File: config.mk
export PLATFORM = sky130hd
export DESIGN_NAME = led_pattern_gen
export DESIGN_NICKNAME = d
export VERILOG_FILES = /design/src/rtl/led_pkg.sv /design/src/rtl/tick_gen.sv /design/src/rtl/led_pattern_gen.sv
export SDC_FILE = /design/constraint.sdc
export NUM_CORES = 1
export LEC_CHECK = 0
export ABC_AREA = 0
export BUFFER_PORTS_ARGS = -buffer_cell sky130_fd_sc_hd__buf_2
export CORE_MARGIN = 2
export CORE_UTILIZATION = 45
export CTS_BUF_LIST = sky130_fd_sc_hd__clkbuf_2 sky130_fd_sc_hd__clkbuf_4 sky130_fd_sc_hd__clkbuf_8
export CTS_CLUSTER_DIAMETER = 60
export DETAILED_ROUTE_END_ITERATION = 12
export HOLD_SLACK_MARGIN = 0.06
export SETUP_SLACK_MARGIN = 0.4
export SYNTH_ARGS = -nofsm -noshare
export SYNTH_HDL_FRONTEND = slang
export SYNTH_SLANG_ARGS = --single-unit
export TNS_END_PERCENT = 30
File: constraint.sdc
create_clock -name clk -period 2.8 [get_ports clk]
set_clock_uncertainty 0.05 [all_clocks]
set_input_delay 0.56 -clock clk [delete_from_list [all_inputs] [get_ports clk]]
set_output_delay 0.56 -clock clk [all_outputs]
set_load 0.01 [all_outputs]
File: src/rtl/led_pkg.sv
// Mode encodings shared by the LED pattern generator
// and its bench.
package led_pkg;

  localparam logic [2:0] MODE_SHL   = 3'd0;
  localparam logic [2:0] MODE_SHR   = 3'd1;
  localparam logic [2:0] MODE_BAR   = 3'd2;
  localparam logic [2:0] MODE_CNT   = 3'd3;
  localparam logic [2:0] MODE_PING  = 3'd4;
  localparam logic [2:0] MODE_BLINK = 3'd5;
  localparam logic [2:0] MODE_OFF   = 3'd6;
  // Reset value of mode_q, forces a load on release
  localparam logic [2:0] MODE_RST   = 3'd7;

endpackage

File: src/rtl/tick_gen.sv
// Step prescaler: counts 0..TICK_DIV-1 while enabled,
// tick marks the last count of each period.
module tick_gen #(
  parameter int TICK_DIV = 12_500_000
) (
  input  logic clk,
  input  logic reset,
  input  logic clr,
  input  logic en,
  output logic tick
);

  localparam int CW = (TICK_DIV > 1) ? $clog2(TICK_DIV) : 1;
  localparam logic [CW-1:0] MAX = CW'(TICK_DIV - 1);

  logic [CW-1:0] r_cnt;
  logic          w_wrap;

  assign w_wrap = (r_cnt == MAX);
  assign tick   = en & w_wrap;

  always_ff @(posedge clk) begin
    if (!reset) begin
      r_cnt <= '0;
    end else if (clr) begin
      r_cnt <= '0;
    end else if (en) begin
      r_cnt <= w_wrap ? '0 : r_cnt + CW'(1);
    end
  end

endmodule

File: src/rtl/led_pattern_gen.sv
// LED pattern generator: seven selectable patterns
// stepped by a prescaled tick.
module led_pattern_gen
  import led_pkg::*;
#(
  parameter int N_LED    = 8,
  parameter int TICK_DIV = 12_500_000
) (
  input  logic             clk,
  input  logic             reset,
  input  logic [2:0]       mode,
  input  logic             pause,
  output logic [N_LED-1:0] led,
  output logic             tick
);

  localparam int LW = $clog2(N_LED + 1);

  logic [2:0]       r_mode_q;
  logic [N_LED-1:0] r_led;
  logic [LW-1:0]    r_lvl;
  logic             r_dir;

  logic             w_load;
  logic             w_tick;
  logic [N_LED-1:0] w_init;
  logic [N_LED-1:0] w_nxt_led;
  logic [LW-1:0]    w_nxt_lvl;
  logic             w_nxt_dir;

  assign w_load = (mode != r_mode_q);
  assign led    = r_led;
  assign tick   = w_tick;

  tick_gen #(
    .TICK_DIV(TICK_DIV)
  ) u_tick (
    .clk  (clk),
    .reset(reset),
    .clr  (w_load),
    .en   (~pause),
    .tick (w_tick)
  );

  always_comb begin
    w_init = '0;
    unique case (mode)
      MODE_SHL:   w_init = N_LED'(1);
      MODE_SHR:   w_init = {1'b1, {(N_LED-1){1'b0}}};
      MODE_PING:  w_init = N_LED'(1);
      MODE_BLINK: w_init = '1;
      default:    w_init = '0;
    endcase
  end

  always_comb begin
    w_nxt_led = r_led;
    w_nxt_lvl = r_lvl;
    w_nxt_dir = r_dir;
    unique case (r_mode_q)
      MODE_SHL: w_nxt_led = {r_led[N_LED-2:0], r_led[N_LED-1]};
      MODE_SHR: w_nxt_led = {r_led[0], r_led[N_LED-1:1]};
      MODE_BAR: begin
        // dir=0 climbs toward N_LED, dir=1 falls toward 0
        if (!r_dir) begin
          w_nxt_lvl = r_lvl + LW'(1);
          w_nxt_dir = (r_lvl == LW'(N_LED - 1));
        end else begin
          w_nxt_lvl = r_lvl - LW'(1);
          w_nxt_dir = (r_lvl != LW'(1));
        end
        w_nxt_led = ~({N_LED{1'b1}} << w_nxt_lvl);
      end
      MODE_CNT: w_nxt_led = r_led + N_LED'(1);
      MODE_PING: begin
        if (!r_dir) begin
          if (r_led[N_LED-1]) begin
            w_nxt_led = {1'b0, r_led[N_LED-1:1]};
            w_nxt_dir = 1'b1;
          end else begin
            w_nxt_led = {r_led[N_LED-2:0], 1'b0};
          end
        end else begin
          if (r_led[0]) begin
            w_nxt_led = {r_led[N_LED-2:0], 1'b0};
            w_nxt_dir = 1'b0;
          end else begin
            w_nxt_led = {1'b0, r_led[N_LED-1:1]};
          end
        end
      end
      MODE_BLINK: w_nxt_led = ~r_led;
      MODE_OFF:   w_nxt_led = '0;
      MODE_RST:   w_nxt_led = '0;
    endcase
  end

  always_ff @(posedge clk) begin
    if (!reset) begin
      r_mode_q <= MODE_RST;
      r_led    <= '0;
      r_lvl    <= '0;
      r_dir    <= 1'b0;
    end else if (w_load) begin
      r_mode_q <= mode;
      r_led    <= w_init;
      r_lvl    <= '0;
      r_dir    <= 1'b0;
    end else if (w_tick) begin
      r_led    <= w_nxt_led;
      r_lvl    <= w_nxt_lvl;
      r_dir    <= w_nxt_dir;
    end
  end

endmodule
# Yosys cells after proc, flatten, opt, wreduce, memory -nomap -nowiden
# Cells that the tools add are included.
[word_totals]
register_bits = 40
wordCells = 53
output_inout_bits = 9
in_bits = 6
[op_classes]
shift = 1
n_eq_ne = 14
add_sub_neg = 4
n_reduce_logical = 9
bitwise = 5
muxes = 15
[op_table]
columns = ["cell", "n"]
rows = [
  ["8-bit one-hot mux with 7 select lines", 1],
  ["8-bit two-way mux", 5],
  ["24-bit by 1-bit adder with 24-bit output, second input constant", 1],
  ["24-bit equality test, second input constant", 1],
  ["24-bit two-way mux", 1],
  ["8-bit one-hot mux with 3 select lines", 1],
  ["3-bit equality test, second input constant", 6],
  ["8-bit NOT", 2],
  ["8-bit by 1-bit adder with 8-bit output, second input constant", 1],
  ["4-bit two-way mux", 2],
  ["8-bit by 4-bit left shift with 8-bit output, first input constant", 1],
  ["3-bit by 1-bit equality test with 1-bit output, second input constant", 2],
  ["3-bit by 2-bit equality test with 1-bit output, second input constant", 2],
  ["3-bit logical NOT", 2],
  ["2-bit OR reduction", 3],
  ["4-bit by 1-bit adder with 4-bit output, second input constant", 1],
  ["4-bit by 3-bit equality test with 1-bit output, second input constant", 1],
  ["1-bit two-way mux", 4],
  ["4-bit by 1-bit != test with 1-bit output, second input constant", 1],
  ["2-bit AND reduction", 2],
  ["2-bit nonzero test", 2],
  ["4-bit by 1-bit subtractor with 4-bit output, second input constant", 1],
  ["3-bit != test", 1],
  ["1-bit NOT", 2],
  ["other kinds (2)", 2],
]

# Depth between registers and ports, before layout
# Gate-level depths: netlist (run 1).
[logic_depth]
ltp_word = 8
mapped_depth = 8

# Modules after synthesis
# From an unflattened synthesis (run 1), not the netlist that was laid out.
[unflattened]
cells_unflattened = 337
hier_area_um2 = 2787.7
[by_module_without_submodules]
columns = ["mod", "seq_area_each_um2", "cells_per_inst", "instances", "area_per_inst_um2"]
rows = [
  ["led_pattern_gen", 320.3, 207, 1, 1566.5],
  ["tick_gen", 480.5, 130, 1, 1221.2],
]

# Least setup slack after synthesis (run 1)
# No wires, ideal clock.
[synth_path]
path_type = "input to register"
from = "input pause"
to = "register u_tick.r_cnt[23]"
arrival_ps = 1903
path_buffers = 1
setup_ps = 115
path_stages = 7
setup_slack_ps = 732
path_cell_list = "nand4b_4 -> or4_4 -> buf_6 -> or2_4 -> nor3_4 -> xnor2_1 -> nor2_2"
[synth_rtl]
columns = ["element", "line", "source"]
rows = [
  ["start, declared", "led_pattern_gen.sv:12", "input logic pause,"],
  ["end signal, assigned", "tick_gen.sv:28", "r_cnt <= w_wrap ? '0 : r_cnt + CW'(1);"],
  ["end, declared", "tick_gen.sv:16", "logic [CW-1:0] r_cnt;"],
]

# Final worst setup path (run 1)
[layout_path]
from = "register u_tick.r_cnt[1]"
to = "output tick"
[layout_between]
elab_chain_len = 2
[layout_rtl]
columns = ["element", "line", "source"]
rows = [
  ["24-bit equality test", "tick_gen.sv:19", "assign w_wrap = (r_cnt == MAX);"],
  ["1-bit bitwise AND", "tick_gen.sv:20", "assign tick = en & w_wrap;"],
  ["end, declared", "led_pattern_gen.sv:14", "output logic tick"],
]
# Every way passes these cells.

==> impl_metrics.yaml, run 1 <==
power:
  powerDensity_mw_per_mm2: 403.4
  max-vdd-ir-drop_mv: 0.2923
  power.leakage_nw: 0.9991
route:
  finalWirelength_um: 6361
  ant_nets: 0
  dr.pass1.iters: 4
  drc: 0
  wl_per_cell_um: 15.18
  viasPerCell: 5.845
  initialDrtViolationCount: 170
  num_vias: 2449
timing:
  tns_ns: 0
  rsz0062_at_grt: "true"
  finalWorstSetupSlack_ns: 0.4485
  setup_viol: 0
  hold_slack_ns: 0.4700
  period_share: 0.8398
  maxSlewViolCount: 0
  fmax_mhz: 425.3
  finalCriticalPeriod_ns: 2.351
  relSlewSlack: 0.5045
  hold_violations: 0
  max_slew.worst_pin.slew_ns: 0.7422
floorplanning:
  die_h_um: 80.85
  core_area_mm2: 0.005608
  rows: 27
  die_w_um: 80.85
  io_pins: 15
  die_area_mm2: 0.006537
  start_util: 0.4739
synth:
  synth_cells: 338
  ys_warn_count: 0
  syn_nets: 350
  syn_avg_cell_area_um2: 7.863
  synth_cell_type_count: 59
  synthFlopType: "dfxtp_1"
  yosysSeqAreaShare: 0.3013
  synth_edf_count: 0
  ys_ff_latch: 40
  synth_area_mm2: 0.002658
  synth_async_sr_flop_share: 0
clock_network:
  clk_latency_ns: 0.28
  numCtsBuffers: 5
  clk_pin_slew_ns: 0.07
  clock-sinks: 40
  cts_htree_levels: 2
  cts_root_buf: "clkbuf_8"
  clockBufferDepth: 2
  hold_buffers: 0
  cts_tree: "built"
grt:
  grt_pass1_wl_um: 11050
  grt.overflow.total: 0
  grt_max_degree: 25
  antenna_found_initial: 0
  grt_use_total: 0.2126
  grt_pass1_vias: 2359
critical_path:
  path_max_fanout: 3
  crit_slowest_cell: "dfxtp_1"
  path_delay_family: "simple AND/OR/NAND/NOR gates"
  required_ns: 2.19
  crit_path_end_kind: "primary output"
  arrival_ns: 1.74
  critical_path_buf_inv_count: 1
  critPathLaunchType: "flip-flop"
  path_cells: "ha_1 -> and3b_2 -> nand4_1 -> nor4_4 -> buf_2"
  crit_type: "reg -> out"
  slowest_delay_ns: 0.40
placed_design:
  placed_cells: 410
  place_ws_ns: 0.4599
  port_buffers: 14
  gp_congestion: 0.8943
  dp_hpwl_um: 4602
layout:
  layout-drive-gt1-share: 0.1383
  num_antenna_cells: 0
  layout.nets: 358
  fin_cells: 419
  fillCellCount: 575
  area_delta_synth_final_pct: 8.757
  fin_util: 0.5154
run:
  max_cap_viol_count: 0
run_status:
  status: "finished clean"
min_path:
  hp-class: "reg -> reg"
## kinds of logic (layout without fill, tap and decap cells)
logic type	count (synthesis)	count (layout)	synth area share
simple gates	141	141	0.2891
compound gates	79	79	0.1935
flops	40	40	0.3013
xor+xnor	35	35	0.1153
buf+inv	32	41	0.05320
fa+ha+maj	6	6	0.02825
mux	5	5	0.01930
## worst paths after layout
path / from / to / slack (ns) / cells after the start
worst max-delay path: u_tick.r_cnt[1] / tick / 0.45 / 5
worst min-delay path: u_tick.r_cnt[12] / u_tick.r_cnt[12] / 0.47 / 2
worst max register to register: r_lvl[0] / led[6] / 0.53 / 8
worst min register to register: u_tick.r_cnt[12] / u_tick.r_cnt[12] / 0.47 / 2
## power breakdown
part           switching, mW  internal, mW
sequential            0.0434         0.582
clock                  0.184         0.220
combinational         0.0750        0.0611
## cell usage after synthesis (3+ instances only)
library cell / instances / area [µm²]
nand3b_1: 4 / 30.03
o21a_1: 4 / 30.03
nand3_1: 14 / 70.07
clkbuf_1: 14 / 52.55
nand4_1: 5 / 31.28
a31oi_1: 7 / 43.79
or3_1: 3 / 18.77
o22ai_1: 3 / 18.77
xor2_1: 11 / 96.34
nand2_1: 26 / 97.59
a21oi_1: 16 / 80.08
xnor2_1: 24 / 210.2
dfxtp_1: 40 / 800.8
o221ai_1: 3 / 26.28
nand2b_1: 7 / 43.79
o221a_2: 4 / 45.04
mux2i_1: 4 / 40.04
o21ai_0: 23 / 115.1
a221oi_1: 4 / 35.03
and3_1: 4 / 25.02
nor2b_1: 5 / 31.28
buf_2: 5 / 25.02
nor3b_1: 5 / 37.54
inv_1: 10 / 37.54
o31ai_1: 3 / 22.52
nor2_1: 46 / 172.7
ha_1: 6 / 75.07
## state kept, by name (all words and copies together), names as in the netlist
| name | flops |
|---|---|
| r_dir | 1 |
| r_mode_q | 3 |
| led | 8 |
| u_tick.r_cnt | 24 |
| r_lvl | 4 |
## timing repair
item / CTS / global route
buffers inserted: 0 / 1
gates resized for setup: 1 / 2
setup endpoints to repair: 1 / 4
hold endpoints to repair: 0 / 0
pin swaps: 0 / 1
## per-layer routing
| layer | vias to the layer above | GRT usage | wire [µm] |
|---|---|---|---|
| met5 | - | 0 | 0 |
| met4 | 0 | 0.08305 | 121 |
| met3 | 12 | 0.03000 | 325 |
| met2 | 81 | 0.3612 | 3117 |
| met1 | 1140 | 0.2719 | 2796 |
| li1 | 1216 | - | - |
## layout by cell type, fill, tap and decap left out, drive strengths merged, types with 2 or more instances in the layout
master / Yosys / routed
a21oi: 16 / 16
a221oi: 4 / 4
a31oi: 7 / 7
and3: 5 / 5
and4: 2 / 2
buf: 8 / 23
clkbuf: 14 / 8
dfxtp: 40 / 40
ha: 6 / 6
inv: 10 / 10
mux2i: 4 / 4
nand2: 26 / 26
nand2b: 7 / 7
nand3: 14 / 14
nand3b: 4 / 4
nand4: 5 / 5
nand4b: 3 / 3
nor2: 47 / 47
nor2b: 5 / 5
nor3: 2 / 2
nor3b: 5 / 5
nor4: 3 / 3
nor4b: 2 / 2
o211ai: 2 / 2
o21a: 4 / 4
o21ai: 24 / 24
o221a: 4 / 4
o221ai: 3 / 3
o22ai: 3 / 3
o31ai: 3 / 3
or3: 3 / 3
or4b: 2 / 2
xnor2: 24 / 24
xor2: 11 / 11
## worst register-to-register path: stages, from the launching register on
cell and delay (ns):
dfxtp_2 0.39, inv_1 0.11, ha_1 0.38, nor3b_1 0.17, o211ai_1 0.18, o31ai_1 0.12, a221oi_1 0.39, a31oi_1 0.15
o221a_2 0.24
## final cells by class
cell class / count / area, µm² / share of cell area
well taps: 72 / 90.09 / 0.03117
repair buffers: 23 / 137.6 / 0.04762
multi-input cells: 266 / 1724 / 0.5965
inverters: 10 / 37.54 / 0.01299
flip-flops and latches: 40 / 803.3 / 0.2779
clock buffers: 8 / 97.59 / 0.03377
## stage by stage
step	area, µm²	total power [mW]
finish	2890	1.166
CTS	2880	1.177
floorplan	2658	0.7249
global placement	2774	0.7740
global route	2890	1.226
detailed placement	2774	0.7714
(Power assumes the default switching activity.)
==> run 2: changes to the inputs <==
==> constraint.sdc (replaced) <==
create_clock -name clk -period 2.1 [get_ports clk]
set_clock_uncertainty 0.05 [all_clocks]
set_input_delay 0.42 -clock clk [delete_from_list [all_inputs] [get_ports clk]]
set_output_delay 0.42 -clock clk [all_outputs]
set_load 0.01 [all_outputs]
==> run 2 against run 1 <==
Against the previous run:
- clock power rose by 70%
- cell area grew 25%
- largest power group unchanged
- count of clock-buffer cells in the layout shrank 1
- critical path depth unchanged
- critical path type unchanged
- via count increased by 10%
- combinational power is 89% higher
- utilization increased by 13 points
==> impl_metrics.yaml, run 2 (synthesis results as in run 1) <==
layout:
  multi_input_area_mm2: 0.001994
  fillCellCount: 502
  largest_reg_flops: 24
  layout.nets: 403
  fin_util: 0.6432
  num_antenna_cells: 0
  seq_area_um2: 839.6
  area_delta_synth_final_pct: 35.73
  layout_common_cells: "buf_4, nor2_1, nand2_1"
  finalInstanceArea_mm2: 0.003607
  fin_cells: 464
  final_common_cell: "buf_4"
  regMostFlops: "u_tick.r_cnt"
  layout-drive-gt1-share: 0.3724
critical_path:
  path_cells: "ha_4 -> and3b_2 -> nand4_1 -> nor4_4 -> buf_2"
  slowest_delay_ns: 0.36
  path_delay_family: "simple AND/OR/NAND/NOR gates"
  path_max_fanout: 2
  arrival_ns: 1.53
  critical_path_buf_inv_count: 1
  required_ns: 1.63
  crit_type: "reg -> out"
  crit_slowest_cell: "dfxtp_4"
  crit_path_end_kind: "primary output"
  critPathLaunchType: "flip-flop"
floorplanning:
  io_pins: 15
  start_util: 0.4739
  die_w_um: 80.85
  core_area_mm2: 0.005608
  rows: 27
  die_area_mm2: 0.006537
  die_h_um: 80.85
placed_design:
  dp_hpwl_um: 4950
  place_ws_ns: -0.06328
  dpl_cell_area_mm2: 0.002979
  placed_cells: 429
  gp_congestion: 0.8768
  port_buffers: 14
power:
  powerDensity_mw_per_mm2: 484.2
  max-vdd-ir-drop_mv: 0.5335
  power.leakage_nw: 1.318
timing:
  finalWorstSetupSlack_ns: 0.1031
  hold_violations: 0
  maxSlewViolCount: 0
  fmax_mhz: 500.8
  relSlewSlack: 0.7500
  max_slew.worst_pin.slew_ns: 0.3733
  finalCriticalPeriod_ns: 1.997
  setup_viol: 0
  period_share: 0.9509
  hold_slack_ns: 0.3122
  rsz0062_at_grt: "true"
route:
  dr.pass1.iters: 5
  initialDrtViolationCount: 195
  finalWirelength_um: 7399
  wl_met2_um: 3810
  topRoutingLayerUsed: "met4"
  wl_per_cell_um: 15.95
  drc: 0
  route.met3.wl_um: 307
  ant_nets: 0
  num_vias: 2699
  viasPerCell: 5.817
  wirelength_met1_um: 3164
clock_network:
  clk_latency_ns: 0.30
  clk_pin_slew_ns: 0.09
  numCtsBuffers: 5
  cts_tree: "built"
  cts_htree_levels: 2
  clockBufferDepth: 2
  clock-sinks: 40
  cts_root_buf: "clkbuf_8"
grt:
  grt_pass1_wl_um: 11770
  grt_max_degree: 25
  grt.overflow.total: 0
  antenna_found_initial: 0
  grt_use_total: 0.2279
  grt_pass1_vias: 2501
min_path:
  hp-class: "in -> reg"
run:
  max_cap_viol_count: 0
run_status:
  status: "finished clean"
[run 2: changes by cell type in the layout (fill, tap and decap cells not counted), sizes merged]
cell / before / now
nand2b: 7 / 8
bufinv: 0 / 1
buf: 23 / 66
[run 2: worst paths after layout]
check	depth (start not counted)	endpoint	slack (ns)	from
max reg2reg	8	r_lvl[3]	0.19	u_tick.r_cnt[6]
min reg2reg	2	u_tick.r_cnt[12]	0.46	u_tick.r_cnt[12]
max	5	tick	0.10	u_tick.r_cnt[0]
min	3	r_mode_q[0]	0.31	mode[0]
[run 2: tightest hold or removal path, delay by kind of cell]
kind,cells,cell delay (ns)
buffers and inverters,2,0.17
and+or+nand+nor,1,0.05
[run 2: report_power, final]
group / internal [mW] / switching, mW / total [mW]
clock: 0.419 / 0.267 / 0.687
combinational: 0.116 / 0.141 / 0.257
sequential: 0.768 / 0.0348 / 0.803
total: 1.30 / 0.443 / 1.75
[run 2: per-layer routing]
layer,vias to the layer above,GRT usage
li1,1316,-
met1,1297,0.2844
met2,71,0.4124
met3,15,0.02667
met4,0,0.06271
met5,-,0
[run 2: through the flow]
step / setup TNS (ns) / total power [mW]
after floorplan: 0 / 0.9711
after global placement: -0.5736 / 1.053
after detailed placement: -0.3094 / 1.051
after CTS: 0 / 1.756
after global routing: 0 / 1.821
final: 0 / 1.747
[run 2: what timing repair did]
action,in CTS,in global routing
setup endpoints to repair,38,38
hold buffers,0,0
resized for setup,43,29
pin swaps,15,12
gates cloned,1,1
setup buffers,17,8
[run 2: layout make-up]
class,instances,area share
multi-input cells,267,0.5529
flip-flops and latches,40,0.2327
repair buffers,67,0.1433
clock buffers,7,0.02671
well taps,72,0.02497
inverters,10,0.01110
clock inverters,1,0.008325
==> run 3: changes to the inputs <==
--- a/config.mk
+++ b/config.mk
@@ -13,6 +13,7 @@
 export CTS_CLUSTER_DIAMETER = 60
 export DETAILED_ROUTE_END_ITERATION = 12
 export HOLD_SLACK_MARGIN = 0.06
+export PLACE_DENSITY_LB_ADDON = 0.15
 export SETUP_SLACK_MARGIN = 0.4
 export SYNTH_ARGS = -nofsm -noshare
 export SYNTH_HDL_FRONTEND = slang
==> run 3 against run 2 <==
Against the previous run:
- non-clock buffer count down 6
- global-route usage up 0.83 points
- count of clock-buffer cells in the layout unchanged
- critical path depth down 1
- wire length up 0.12%
- worst setup slack worse by 0.055 ns
- critical endpoint unchanged
- highest routed layer unchanged
==> impl_metrics.yaml, run 3 (synthesis results as in run 1) <==
clock_network:
  cts_htree_levels: 2
  numCtsBuffers: 5
  clock-sinks: 40
  clk_latency_ns: 0.29
  clk_pin_slew_ns: 0.08
  cts_tree: "built"
  cts_root_buf: "clkbuf_8"
  clockBufferDepth: 2
  hold_buffers: 0
floorplanning:
  rows: 27
  die_area_mm2: 0.006537
  start_util: 0.4739
  die_w_um: 80.85
  io_pins: 15
  core_area_mm2: 0.005608
  die_h_um: 80.85
power:
  p_comb_frac: 0.157
  seqPwrFrac: 0.504
  clockPowerShare: 0.339
  max-vdd-ir-drop_mv: 0.3226
  power.internal_mw: 1.161
  swShare: 0.2753
  powerDensity_mw_per_mm2: 460.4
  fin_total_pwr_mw: 1.602
  power.leakage_nw: 1.250
  p_sw_mw: 0.4410
layout:
  layout_common_cells: "nor2_1, buf_4, nand2_1"
  layout-drive-gt1-share: 0.3481
  fin_util: 0.6205
  seq_area_um2: 834.6
  fillCellCount: 524
  largest_reg_flops: 24
  area_delta_synth_final_pct: 30.93
  regMostFlops: "u_tick.r_cnt"
  multi_input_area_mm2: 0.001964
  final_common_cell: "nor2_1"
  num_antenna_cells: 0
  layout.nets: 396
route:
  wl_per_cell_um: 16.21
  initialDrtViolationCount: 194
  finalWirelength_um: 7408
  viasPerCell: 5.775
  ant_nets: 0
  num_vias: 2639
  drc: 0
  dr.pass1.iters: 4
critical_path:
  path_max_fanout: 5
  crit_path_end_kind: "primary output"
  crit_slowest_cell: "dfxtp_1"
  arrival_ns: 1.58
  critPathLaunchType: "flip-flop"
  slowest_delay_ns: 0.37
  required_ns: 1.63
  crit_type: "reg -> out"
  critical_path_buf_inv_count: 1
  path_cells: "nor4b_2 -> nand4_1 -> nor4_4 -> buf_2"
  path_delay_family: "simple AND/OR/NAND/NOR gates"
placed_design:
  gp_congestion: 0.9677
  port_buffers: 14
  place_ws_ns: -0.04921
  dp_hpwl_um: 5013
timing:
  tns_ns: 0
  period_share: 0.9770
  finalCriticalPeriod_ns: 2.052
  setup_viol: 0
  max_slew.worst_pin.slew_ns: 0.4250
  relSlewSlack: 0.7160
  hold_violations: 0
  rsz0062_at_grt: "true"
  finalWorstSetupSlack_ns: 0.04823
  maxSlewViolCount: 0
  hold_slack_ns: 0.3317
  fmax_mhz: 487.4
run:
  max_cap_viol_count: 0
grt:
  grt.overflow.total: 0
  grt_use_total: 0.2361
  grt_pass1_wl_um: 12030
  grt_pass1_vias: 2473
  grt_max_degree: 15
  antenna_found_initial: 0
run_status:
  status: "finished clean"
min_path:
  hp-class: "in -> reg"
## run 3: cell type report
cell class / instances / area share
multi-input combinational: 266 / 0.5645
sequential: 40 / 0.2398
timing repair buffer: 61 / 0.1309
clock buffer: 7 / 0.02589
tap: 72 / 0.02589
inverter: 10 / 0.01079
clock inverter: 1 / 0.002157
## run 3: per-stage QoR
stage / instance area (µm²) / cells
after floorplan: 2726 / 338
after global placement: 2959 / 428
after detailed placement: 2959 / 428
after CTS: 3383 / 454
after global routing: 3480 / 457
final: 3480 / 457
## run 3: layer usage
metal / wire [µm] / global-route usage / vias up
met5: 0 / 0 / -
met4: 201 / 0.08305 / 0
met3: 424 / 0.03444 / 23
met2: 3453 / 0.3818 / 85
met1: 3328 / 0.3206 / 1231
li1: - / - / 1300
## run 3: worst register-to-register path, cell delays in order, from the launching register on
cell and delay [ns]:
dfxtp_4 0.36, or4b_2 0.67, nor3_2 0.12, nand4_1 0.23, buf_4 0.24, nor2_1 0.11, a21oi_1 0.05, nor2_1 0.07
## run 3: final timing paths
path	from	end	slack [ns]	cells past startpoint
worst max-delay path	u_tick.r_cnt[14]	tick	0.05	4
worst min-delay path	mode[0]	r_mode_q[0]	0.33	3
worst max register to register	u_tick.r_cnt[8]	r_lvl[1]	0.13	7
worst min register to register	u_tick.r_cnt[12]	u_tick.r_cnt[12]	0.46	2
## run 3: power by group through the flow
stage                     Clock [mW]  Sequential, mW  Combinational (mW)
after floorplan                    0           0.811               0.160
after CTS                      0.557           0.806               0.239
final                          0.543           0.808               0.252
after global routing           0.591           0.811               0.273
after global placement             0           0.827               0.221
after detailed placement           0           0.829               0.221
## run 3: repair_timing
| item | 4_1_cts | 5_1_grt |
|---|---|---|
| setup endpoints to repair | 38 | 38 |
| buffers inserted | 18 | 2 |
| pin swaps | 21 | 8 |
| endpoints found under the hold margin | 0 | 0 |
| gates resized for setup | 49 | 16 |
| gates cloned | 0 | 1 |
